<file path="config.mk">
export PLATFORM = sky130hd
export DESIGN_NAME = ram_access_ctrl
export DESIGN_NICKNAME = d
export VERILOG_FILES = /design/src/rtl/ram_access_ctrl.sv
export SDC_FILE = /design/constraint.sdc
export NUM_CORES = 1
export LEC_CHECK = 0
export CAP_MARGIN = 20
export CORE_ASPECT_RATIO = 1.5
export CORE_MARGIN = 2
export CORE_UTILIZATION = 44
export CTS_BUF_LIST = sky130_fd_sc_hd__clkbuf_8
export DETAILED_ROUTE_END_ITERATION = 16
export PLACE_DENSITY_LB_ADDON = 0.12
export SLEW_MARGIN = 20
export SYNTH_ARGS = -nofsm -noshare
export SYNTH_HDL_FRONTEND = slang
export SYNTH_SLANG_ARGS = --single-unit
</file>
<file path="constraint.sdc">
create_clock -name CLK_ -period 2.55 [get_ports CLK_]
set_input_delay 0.3825 -clock CLK_ [delete_from_list [all_inputs] [get_ports CLK_]]
set_output_delay 0.3825 -clock CLK_ [all_outputs]
set_load 0.01 [all_outputs]
</file>
<file path="src/rtl/ram_access_ctrl.sv">
// Initiator-side burst controller for a byte-wide RAM: sequences address, write strobe and
// read-latency timing per beat, and returns read bytes on a registered valid strobe.
module ram_access_ctrl #(
  parameter int AW     = 1,
  parameter int LW     = 2,
  parameter int RD_LAT = 1
) (
  input  logic          CLK_,
  input  logic          RST_,
  input  logic          REQ_VALID,
  output logic          REQ_READY,
  input  logic          REQ_WR,
  input  logic [AW-1:0] REQ_ADDR,
  input  logic [LW-1:0] REQ_LEN,
  input  logic          WR_VALID,
  output logic          WR_READY,
  input  logic [7:0]    WR_DATA,
  output logic          RD_VALID,
  output logic [7:0]    RD_DATA,
  output logic          BUSY,
  output logic          DONE,
  output logic          RAM_R_W_,
  output logic [AW-1:0] RAM_ADDR_,
  output logic [7:0]    RAM_DATA_IN,
  input  logic [7:0]    RAM_DATA_OUT
);

  typedef enum logic [1:0] {
    ST_IDLE  = 2'd0,
    ST_WRITE = 2'd1,
    ST_READ  = 2'd2,
    ST_DONE  = 2'd3
  } state_t;

  localparam logic [1:0]    LAT_RELOAD = 2'(RD_LAT - 1);
  localparam logic [AW-1:0] ADDR_ONE   = AW'(1);
  localparam logic [LW-1:0] BEAT_ONE   = LW'(1);
  localparam logic [LW-1:0] BEAT_ZERO  = LW'(0);

  state_t        state_r, state_s;
  logic [LW-1:0] beat_r, beat_s;
  logic [1:0]    lat_r, lat_s;
  logic [AW-1:0] addr_r, addr_s;
  logic [7:0]    rd_data_r, rd_data_s;
  logic          rd_valid_r, rd_valid_s;
  logic          req_ready_r, busy_r, done_r, wr_ready_r;

  // Next-state and datapath decisions for the burst sequencer
  always_comb begin
    state_s    = state_r;
    beat_s     = beat_r;
    lat_s      = lat_r;
    addr_s     = addr_r;
    rd_data_s  = rd_data_r;
    rd_valid_s = 1'b0;
    case (state_r)
      ST_IDLE: begin
        if (REQ_VALID) begin
          addr_s  = REQ_ADDR;
          beat_s  = REQ_LEN;
          lat_s   = LAT_RELOAD;
          state_s = REQ_WR ? ST_WRITE : ST_READ;
        end else begin
          state_s = ST_IDLE;
        end
      end
      ST_WRITE: begin
        // A stalled beat keeps address and counter untouched.
        if (WR_VALID) begin
          addr_s = addr_r + ADDR_ONE;
          if (beat_r == BEAT_ZERO) begin
            state_s = ST_DONE;
          end else begin
            beat_s = beat_r - BEAT_ONE;
          end
        end else begin
          state_s = ST_WRITE;
        end
      end
      ST_READ: begin
        if (lat_r == 2'd0) begin
          rd_data_s  = RAM_DATA_OUT;
          rd_valid_s = 1'b1;
          addr_s     = addr_r + ADDR_ONE;
          lat_s      = LAT_RELOAD;
          if (beat_r == BEAT_ZERO) begin
            state_s = ST_DONE;
          end else begin
            beat_s = beat_r - BEAT_ONE;
          end
        end else begin
          lat_s = lat_r - 2'd1;
        end
      end
      ST_DONE: begin
        state_s = ST_IDLE;
      end
      default: begin
        state_s = ST_IDLE;
      end
    endcase
  end

  // State, counters and registered status flags; reset abandons any burst in flight
  always_ff @(posedge CLK_) begin
    if (RST_) begin
      state_r     <= ST_IDLE;
      beat_r      <= BEAT_ZERO;
      lat_r       <= 2'd0;
      addr_r      <= {AW{1'b0}};
      rd_data_r   <= 8'h00;
      rd_valid_r  <= 1'b0;
      req_ready_r <= 1'b1;
      busy_r      <= 1'b0;
      done_r      <= 1'b0;
      wr_ready_r  <= 1'b0;
    end else begin
      state_r     <= state_s;
      beat_r      <= beat_s;
      lat_r       <= lat_s;
      addr_r      <= addr_s;
      rd_data_r   <= rd_data_s;
      rd_valid_r  <= rd_valid_s;
      req_ready_r <= (state_s == ST_IDLE);
      busy_r      <= (state_s != ST_IDLE);
      done_r      <= (state_s == ST_DONE);
      wr_ready_r  <= (state_s == ST_WRITE);
    end
  end

  assign REQ_READY   = req_ready_r;
  assign BUSY        = busy_r;
  assign DONE        = done_r;
  assign WR_READY    = wr_ready_r;
  assign RD_VALID    = rd_valid_r;
  assign RD_DATA     = rd_data_r;
  assign RAM_ADDR_   = addr_r;
  assign RAM_DATA_IN = WR_DATA;
  // The write strobe is gated by reset so the reset edge can never write.
  assign RAM_R_W_    = wr_ready_r & WR_VALID & ~RST_;

endmodule

</file>
==> summary.md <==
| Metric | Value |
|---|---|
| Die X-Extent | 42.2 microns |
| Antenna cells | 0 |
| Deepest clock path buffer count | 2 |
| Final Wtd Congestion | 0.871 |
| Average cell area after synthesis | 8.38 sq um |
| HPWL after detailed placement | 1470 microns |
| Class of the worst hold path | register to register |
| RSZ-0062 raised after global routing | no |
| Largest net degree at the start of global routing | 21 |
| Worst-path cell with the longest stage delay | sky130_fd_sc_hd__clkdlybuf4s50_1 |
| FP Rows | 20 |
| Switching power share of the total | 0.243 |
| Wire length of the first global-routing pass | 3190 microns |
| Core outline area | 2050 sq um |
| Area of the die | 2590 sq um |
| Worst Path Max Fanout | 3 |
| Number of nets at the end of the flow | 170 |
| Sequential cell fraction of total power | 0.473 |
| Cell count after synthesis | 115 |
| Run status | completed |
| Most used flip-flop cell after synthesis | sky130_fd_sc_hd__dfxtp_1 |
| Vias per inst | 5.18 |
| Reported net switching power | 0.174 mW |
| Kind of launch point of the worst setup path | primary input |
| Post-synthesis register bit count | 20 |
| Routed len/inst | 12.0 microns |
| Synthesized netlist net count | 146 |
| Total wire length | 1920 microns |
| Max-capacitance violation count | 0 |
| Worst supply voltage drop on vdd | 0.000366 V |
| Transition time of the tightest slew-check pin | 0.340 ns |
| Insertion delay of the later-clocked pin in the worst-skew pair | 0.26 ns |
| Highest achievable clock rate | 516 MHz |
| Share of final-layout standard cells stronger than drive strength 1 | 0.0580 |
| Iteration count of the initial detailed-routing pass | 4 |
| Reg area | 400 sq um |
| Most common cell after layout, fill and taps aside | sky130_fd_sc_hd__clkdlybuf4s50_1 |
| Combinational group share of total power | 0.192 |
| Vias in the first global route | 751 |
| First-iteration detailed-routing DRC count | 11 |
| Die Y-Extent | 61.3 microns |
| Cell at the root of the clock tree | sky130_fd_sc_hd__clkbuf_8 |
| Number of antenna-violating nets in the routed design | 0 |
| R2R cell count | 6 |
| TritonCTS clock tree | done |
| H-tree lvl count | 1 |
| Post-route clock skew | 0.00548 ns |
| Area occupied by multi-input gates | 467 sq um |
| Number of antenna violations at the first check in global routing | 0 |
| Synth warn | 0 |
| Fill count | 188 |
| # port buffers | 30 |
| Residual DRC count | 0 |
| Total setup buffers inserted after CTS | 0 |
| Arrival time of the worst setup path | 1.56 ns |
| Vias | 829 |
| Post_cts resized | 0 |
| Fraction of registers with async set/reset | 0 |
| Chain of cells forming the critical path | clkdlybuf4s50_1 -> nand2_1 -> nor2_1 -> clkdlybuf4s50_1 |
| Minimum clock period | 1.94 ns |
| Proportion of power drawn by the clock network | 0.335 |
| Number of unique standard cell types used by synthesis | 31 |
| Number of flops mapped to enable cells by yosys | 0 |
| Final worst-path setup slack | 0.612 ns |
| Layout overhead on the synthesized area | 32.5% |
| Number of primary I/O pins | 47 |
| Period utilisation layout | 0.760 |
| Setup slack at placement | 0.606 ns |
| Startpoint of the lowest-slack register-to-register path | state_r[0] |
| Number of CTS-inserted buffers | 3 |
| Cell leakage power | 0.487 nW |
| Clk sinks | 20 |
| Fin. Hold Viols | 0 |
| Count of final max-slew check failures | 0 |
| CTS clk-pin slew, worst paths | 0.07 ns |
| Startpoint of the worst setup timing path | WR_VALID |
| Sum of negative setup slack | 0 ns |
| Critical Path Most Common Cell | sky130_fd_sc_hd__clkdlybuf4s50_1 |
| Total GRT Usage | 0.165 |
| Peak per-stage delay on the critical path | 0.53 ns |
| Setup Crit Path Kind | primary input to primary output |
| Crit path capture | RAM_R_W_ |
| CP Data Required Time | 2.17 ns |
| Worst max-slew margin expressed relative to the limit | 0.773 |
| Endpoint of the worst register-to-register path | beat_r[1] |
| Sequential area share after synthesis | 0.416 |
| Register-to-register path setup slack | 0.82 ns |
| Combined area of all synthesized cells | 963 sq um |
| Final number of setup-violating endpoints | 0 |
| Initial Utilization | 0.470 |
| Most frequent cells in the layout | 30 x sky130_fd_sc_hd__clkdlybuf4s50_1, 21 x sky130_fd_sc_hd__nand2_1, 20 x sky130_fd_sc_hd__dfxtp_1 |
| Number of hold buffers added after CTS | 0 |
| Overflow left after global routing | 0 |
| CP endpoint kind | primary output |
| Internal power | 0.541 mW |
| Power density over cell area | 561 nW/um^2 |
[stage by stage]
| step | area [sq um] | cells | power (mW) | utilization | hold WS (ns) |
|---|---|---|---|---|---|
| finish | 1280 | 160 | 0.715 | 0.622 | 0.454 |
| global route | 1280 | 160 | 0.747 | 0.622 | 0.486 |
| CTS | 1280 | 160 | 0.720 | 0.622 | 0.456 |
| detailed placement | 1220 | 156 | 0.484 | 0.595 | 0.447 |
| global placement | 1220 | 156 | 0.480 | 0.595 | 0.441 |
| floorplan | 963 | 115 | 0.433 | - | 0.450 |
[kinds of logic after synthesis]
| group | share of synthesized area |
|---|---|
| buffers and inverters | 0.100 |
| adder cells (fa/ha/maj) | 0.0909 |
| multiplexers | 0.0104 |
| AND/OR/NAND/NOR | 0.235 |
| AO/OA/AOI/OAI | 0.148 |
| flip-flops | 0.416 |
[power groups by stage]
stage / clock [mW] / sequential (mW) / combinational (mW)
6_report: 0.240 / 0.338 / 0.137
3_5_place_dp: 0 / 0.346 / 0.139
3_3_place_gp: 0 / 0.345 / 0.135
4_1_cts: 0.242 / 0.339 / 0.139
5_1_grt: 0.253 / 0.341 / 0.153
2_1_floorplan: 0 / 0.351 / 0.0821
[worst min-delay path by stage]
stage,startpoint,endpoint,slack (ns),cells after the start
6_report,RD_DATA[4],RD_DATA[4],0.45,2
5_1_grt,RD_DATA[7],RD_DATA[7],0.49,2
4_1_cts,RD_DATA[4],RD_DATA[4],0.46,2
3_5_place_dp,RD_DATA[4],RD_DATA[4],0.45,2
3_3_place_gp,RD_DATA[3],RD_DATA[3],0.44,2
2_1_floorplan,beat_r[1],beat_r[1],0.45,2
[flip-flops by register name, summed over array words and instances (netlist names)]
signal and cells:
REQ_READY 1, RAM_ADDR_ 1, beat_r 2, lat_r 2, state_r 2, DONE 1
RD_DATA 8, BUSY 1, WR_READY 1, RD_VALID 1
[cells in the mapped netlist, types with 2 or more instances]
| library cell | instances | share of area |
|---|---|---|
| sky130_fd_sc_hd__dfxtp_1 | 20 | 0.42 |
| sky130_fd_sc_hd__nor3_1 | 2 | 0.010 |
| sky130_fd_sc_hd__nor2_1 | 6 | 0.023 |
| sky130_fd_sc_hd__ha_1 | 7 | 0.091 |
| sky130_fd_sc_hd__o21ai_0 | 5 | 0.026 |
| sky130_fd_sc_hd__nand2_1 | 21 | 0.082 |
| sky130_fd_sc_hd__buf_4 | 8 | 0.062 |
| sky130_fd_sc_hd__inv_1 | 5 | 0.019 |
| sky130_fd_sc_hd__buf_2 | 2 | 0.010 |
| sky130_fd_sc_hd__clkbuf_1 | 2 | 0.0078 |
| sky130_fd_sc_hd__or3_1 | 4 | 0.026 |
| sky130_fd_sc_hd__a21oi_1 | 14 | 0.073 |
[per-layer routing]
| metal | routed length [microns] | up-vias | part of all wire | track usage |
|---|---|---|---|---|
| li1 | - | 422 | - | - |
| met5 | 0 | - | 0 | 0 |
| met3 | 120 | 5 | 0.063 | 0.0293 |
| met2 | 981 | 25 | 0.51 | 0.290 |
| met4 | 53 | 0 | 0.028 | 0.125 |
| met1 | 766 | 377 | 0.40 | 0.177 |
[worst max-delay path, delay by kind of cell]
kind,cells,cell delay (ns)
buf+inv,2,1.03
simple gates,2,0.14
[layout make-up]
type	count	share of cell area
inverter	5	0.0147
clock buffer	4	0.0431
multi-input combinational	78	0.366
timing repair buffer	31	0.241
sequential	20	0.314
tap	22	0.0216
(Power assumes the default switching activity.)
